==> src/rtl/bs_pkg.sv <==
// Shared types and helpers for the pipelined barrel shifter.
package bs_pkg;

    typedef enum logic [1:0] {
        BS_SLL = 2'b00,
        BS_SRL = 2'b01,
        BS_SRA = 2'b10,
        BS_ROR = 2'b11
    } bs_mode_e;

    function automatic int bs_shw(input int width);
        return $clog2(width);
    endfunction

endpackage

==> src/rtl/bs_shift_stage.sv <==
// One mux level of the barrel shifter: conditional shift by 2^STAGE, its
// pipeline register and the stage's valid/ready handshake.
module bs_shift_stage
    import bs_pkg::*;
#(
    parameter int WIDTH = 8,
    parameter int SHW   = bs_shw(WIDTH),
    parameter int TAG_W = 4,
    parameter int STAGE = 0
) (
    input  logic             clk,
    input  logic             rst_n,
    input  logic             valid_i,
    output logic             ready_o,
    input  logic [WIDTH-1:0] data_i,
    input  logic [SHW-1:0]   shamt_i,
    input  bs_mode_e         mode_i,
    input  logic [TAG_W-1:0] tag_i,
    output logic             valid_o,
    input  logic             ready_i,
    output logic [WIDTH-1:0] data_o,
    output logic [SHW-1:0]   shamt_o,
    output bs_mode_e         mode_o,
    output logic [TAG_W-1:0] tag_o,
    output logic             zero_o
);

    localparam int DIST = 1 << STAGE;

    logic             valid_q;
    logic [WIDTH-1:0] data_q, data_d, shifted;
    logic [SHW-1:0]   shamt_q;
    bs_mode_e         mode_q;
    logic [TAG_W-1:0] tag_q;

    // An empty stage always accepts, so bubbles close up even under back-pressure.
    assign ready_o = ~valid_q | ready_i;

    always_comb begin
        shifted = data_i;
        case (mode_i)
            BS_SLL:  shifted = data_i << DIST;
            BS_SRL:  shifted = data_i >> DIST;
            BS_SRA:  shifted = {{DIST{data_i[WIDTH-1]}}, data_i[WIDTH-1:DIST]};
            BS_ROR:  shifted = {data_i[DIST-1:0], data_i[WIDTH-1:DIST]};
            default: shifted = data_i;
        endcase
        data_d = shamt_i[STAGE] ? shifted : data_i;
    end

    always_ff @(posedge clk or negedge rst_n) begin
        if (!rst_n) begin
            valid_q <= 1'b0;
            data_q  <= '0;
            shamt_q <= '0;
            mode_q  <= BS_SLL;
            tag_q   <= '0;
        end else if (ready_o) begin
            valid_q <= valid_i;
            data_q  <= data_d;
            shamt_q <= shamt_i;
            mode_q  <= mode_i;
            tag_q   <= tag_i;
        end
    end

    assign valid_o = valid_q;
    assign data_o  = data_q;
    assign shamt_o = shamt_q;
    assign mode_o  = mode_q;
    assign tag_o   = tag_q;

    // Only the final level drives the zero flag; it is registered alongside data.
    if (STAGE == SHW - 1) begin : g_zero
        logic zero_q;
        always_ff @(posedge clk or negedge rst_n) begin
            if (!rst_n) begin
                zero_q <= 1'b0;
            end else if (ready_o) begin
                zero_q <= ~|data_d;
            end
        end
        assign zero_o = zero_q;
    end else begin : g_no_zero
        assign zero_o = 1'b0;
    end

endmodule

==> src/rtl/bs_pipe_shifter.sv <==
// Pipelined barrel shifter/rotator: SHW registered mux levels with a
// valid/ready handshake and a pass-through tag.
module bs_pipe_shifter
    import bs_pkg::*;
#(
    parameter int WIDTH = 8,
    parameter int SHW   = bs_shw(WIDTH),
    parameter int TAG_W = 4
) (
    input  logic             clk,
    input  logic             rst_n,
    input  logic             in_valid,
    output logic             in_ready,
    input  logic [WIDTH-1:0] in_data,
    input  logic [SHW-1:0]   in_shamt,
    input  logic [1:0]       in_mode,
    input  logic [TAG_W-1:0] in_tag,
    output logic             out_valid,
    input  logic             out_ready,
    output logic [WIDTH-1:0] out_data,
    output logic [TAG_W-1:0] out_tag,
    output logic             out_zero
);

    localparam int N = SHW;

    logic             v_w     [0:N];
    logic             rdy_w   [0:N];
    logic [WIDTH-1:0] data_w  [0:N];
    logic [SHW-1:0]   shamt_w [0:N];
    bs_mode_e         mode_w  [0:N];
    logic [TAG_W-1:0] tag_w   [0:N];
    logic             zero_w  [0:N-1];

    assign v_w[0]     = in_valid;
    assign data_w[0]  = in_data;
    assign shamt_w[0] = in_shamt;
    assign mode_w[0]  = bs_mode_e'(in_mode);
    assign tag_w[0]   = in_tag;
    assign rdy_w[N]   = out_ready;
    assign in_ready   = rdy_w[0];

    for (genvar k = 0; k < N; k++) begin : g_stage
        bs_shift_stage #(
            .WIDTH (WIDTH),
            .SHW   (SHW),
            .TAG_W (TAG_W),
            .STAGE (k)
        ) u_stage (
            .clk     (clk),
            .rst_n   (rst_n),
            .valid_i (v_w[k]),
            .ready_o (rdy_w[k]),
            .data_i  (data_w[k]),
            .shamt_i (shamt_w[k]),
            .mode_i  (mode_w[k]),
            .tag_i   (tag_w[k]),
            .valid_o (v_w[k+1]),
            .ready_i (rdy_w[k+1]),
            .data_o  (data_w[k+1]),
            .shamt_o (shamt_w[k+1]),
            .mode_o  (mode_w[k+1]),
            .tag_o   (tag_w[k+1]),
            .zero_o  (zero_w[k])
        );
    end

    assign out_valid = v_w[N];
    assign out_data  = data_w[N];
    assign out_tag   = tag_w[N];
    assign out_zero  = zero_w[N-1];

    // Shift amount and mode are spent after the last level; early zero flags are tied off.
    logic unused_tail;
    always_comb begin
        unused_tail = ^{shamt_w[N], mode_w[N]};
        for (int k = 0; k < N - 1; k++) begin
            unused_tail = unused_tail ^ zero_w[k];
        end
    end

endmodule

==> config.mk <==
export PLATFORM = sky130hd
export DESIGN_NAME = bs_pipe_shifter
export DESIGN_NICKNAME = d
export VERILOG_FILES = /design/src/rtl/bs_pkg.sv /design/src/rtl/bs_shift_stage.sv /design/src/rtl/bs_pipe_shifter.sv
export SDC_FILE = /design/constraint.sdc
export NUM_CORES = 1
export LEC_CHECK = 0
export CELL_PAD_IN_SITES_DETAIL_PLACEMENT = 0
export CELL_PAD_IN_SITES_GLOBAL_PLACEMENT = 1
export CORE_ASPECT_RATIO = 0.8
export CORE_MARGIN = 2
export CORE_UTILIZATION = 41
export DETAILED_ROUTE_END_ITERATION = 10
export PLACE_DENSITY = 0.9
export SLEW_MARGIN = 40
export SYNTH_ARGS = -nofsm -noshare
export SYNTH_HDL_FRONTEND = slang
export SYNTH_SLANG_ARGS = --single-unit
export TNS_END_PERCENT = 100
==> constraint.sdc <==
create_clock -name clk -period 1.8 [get_ports clk]
set_input_delay 0.18 -clock clk [delete_from_list [all_inputs] [get_ports clk]]
set_output_delay 0.18 -clock clk [all_outputs]
set_load 0.01 [all_outputs]
==> results.ini <==
[outcome]
status = finished, final reports clean

[worst_setup_path]
crit_buf_inv = 2
worst_r2r_startpoint = g_stage[1].u_stage.shamt_o[2]
start_kind = register
required_ps = 1620
endpoint_kind = primary output
r2r_cells = 4
path_cells = and3b_1 > and2_4 > inv_1 > dlygate4sd2_1
path_delay_family = flip-flops
cp_slowest_cell = dfrtp_1
r2r-end = g_stage[2].u_stage.zero_o
rrSetupSlack_ps = 300
arrival_ps = 1430
critical_path_class = register to primary output
crit_fanout = 4
critPathMaxStageDelay_ps = 410

[yosys]
synth_edf_count = 0
synth_top_cell_by_area = dfrtp_1
synth_commonest_cells = nand2_1, dfrtp_1, nor2_1
synth-async-reset-ratio = 1.00
yosysWarnings = 0
yosysSeqAreaShare = 0.487
syn_avg_cell_area_um2 = 9.19
synth-seq-cells = 47
synthesis.nets = 284
syn_area_um2 = 2420
synth_most_common_cell = nand2_1
syn_inst = 263
synth_area_leaders = dfrtp_1, nand2_1, nor2_1, o21ai_0, a311oi_1
ys.flop_type = dfrtp_1
synth_top_area_frac = 0.487
synth_cell_types = 40

[power]
clkPwrFrac = 0.216
powerDensity_nw_per_um2 = 991
ir_worst_vdd_mv = 0.355
combPwrFrac = 0.282
p_int_mw = 1.95
seq_power_share = 0.502
p_total_mw = 2.87
switching_share = 0.318
leakage_nw = 1.31
switching_power_mw = 0.913

[cts]
post-cts-setup-buffer-count = 0
cts_buffer_depth = 2
clkSinkCount = 47
insertion_delay_ps = 300
numCtsBuffers = 5
path_clk_slew_ps = 90
h-tree-depth = 2
cts_tree = yes
clockRootBuffer = clkbuf_8

[global_routing]
grt_pass1_vias = 1794
grt_first_pass_wirelength_um = 8630
grt_antenna_before_repair = 0
groute.usage.overall = 0.165
grt_max_degree = 28
overflow = 0

[finish]
design_area_um2 = 2890
nets = 313
seq_area_um2 = 1180
fill_cells = 518
multi_input_area_um2 = 1040
diodes = 0
area_delta_synth_final_pct = 19.7
layout-drive-gt1-share = 0.106

[placed_design]
portBuffers = 35
hpwl_um = 3630
place_congestion = 0.799
dpl_cell_area_um2 = 2800

[die]
ios = 36
die-area_um2 = 6530
core_area_um2 = 5560
num_rows = 24
start_util = 0.435
die_height_um = 72.7
die_x_um = 89.8

[drt]
routed_wl_um = 4880
dr.pass1.iters = 4
ant_nets = 0
avgViaCountPerCell = 5.21
vias = 1933
drc = 0
wl_per_cell_um = 13.2
drt_iter0_drc = 111

[timing]
maxSlewViolCount = 0
finalCritPeriodShare = 0.892
worst_pin_slew_ps = 523
clock_skew_ps = 6.97
rsz0062_at_grt = no
hold_viol = 0
slew_headroom = 0.651
fin_setup_tns_ps = 0
finalSetupViolations = 0
fmax_mhz = 623
min_period_ps = 1610

[run]
cap_viol_max_count = 0

[worst_hold_path]
hold_class = primary input to asynchronous set/reset pin

## metrics by stage
stage / util / instances / setup slack [ps] / hold WS (ps)
global route: 0.521 / 371 / 121 / 418
finish: 0.521 / 371 / 195 / 374
floorplan: - / 263 / 412 / -116
detailed placement: 0.504 / 362 / -31.7 / 177
CTS: 0.521 / 371 / 171 / 385
global placement: 0.504 / 362 / -35.2 / 171
## layout make-up
| type | instances | share of cell area |
|---|---|---|
| Sequential cell | 47 | 0.406 |
| Timing Repair Buffer | 49 | 0.165 |
| Tap cell | 78 | 0.0337 |
| Inverter | 5 | 0.00649 |
| Multi-Input combinational cell | 184 | 0.359 |
| Clock inverter | 2 | 0.00432 |
| Clock buffer | 6 | 0.0251 |
## worst max-delay path by stage
stage	to	from	cells past startpoint	slack [ps]
after floorplan	g_stage[0].u_stage.data_o[5]	g_stage[2].u_stage.valid_o	6	410
after global placement	in_ready	out_ready	5	-40
after detailed placement	in_ready	out_ready	5	-30
after CTS	in_ready	g_stage[2].u_stage.valid_o	4	170
after global routing	in_ready	g_stage[2].u_stage.valid_o	4	120
final	in_ready	g_stage[2].u_stage.valid_o	4	190
## layout by cell type, fill, tap and decap left out, drive strengths merged, types with 2 or more instances in the layout
cell / n
nand2: 73
nand3: 4
clkdlybuf4s50: 33
nand4: 2
o211ai: 3
o21a: 6
inv: 5
dfrtp: 47
a21o: 9
buf: 14
o221ai: 2
a221oi: 4
o2111ai: 3
a21oi: 3
clkbuf: 6
nor2: 24
nand2b: 5
mux2i: 3
o21ai: 17
mux2: 2
and3b: 3
a311oi: 9
## routing by layer
metal,track usage,routed length [µm],part of all wire
met5,0,0,0
met4,0.0581,79,0.016
met3,0.0310,269,0.055
met2,0.248,2060,0.42
met1,0.241,2470,0.51
## power groups by stage
stage,Clock (mW),Combinational (mW),Sequential (mW)
detailed placement,0,0.813,1.46
global route,0.676,0.900,1.47
CTS,0.642,0.817,1.44
finish,0.619,0.809,1.44
global placement,0,0.801,1.45
floorplan,0,0.611,1.39
## flip-flops by register name, indices dropped and copies added, names as in the netlist
register / flops
g_stage.u_stage.zero_o: 1
g_stage.u_stage.valid_o: 3
g_stage.u_stage.tag_o: 12
g_stage.u_stage.shamt_o: 3
g_stage.u_stage.mode_o: 4
g_stage.u_stage.data_o: 24
## kinds of logic (layout without fill, tap and decap cells)
group	after synthesis	after routing	synth area share
AOI/OAI and AO/OA	63	63	0.202
xor gates and xnor gates	1	1	0.00362
buffers and inverters	32	62	0.0833
DFF	47	47	0.487
muxes	5	5	0.0217
and+or+nand+nor	115	115	0.203
## timing repair
item	4_1_cts	5_1_grt
setup endpoints to repair	1	0
gates resized for setup	1	0
hold endpoints to repair	20	0
hold buffers	1	0
Power figures use the tool's default switching activity.
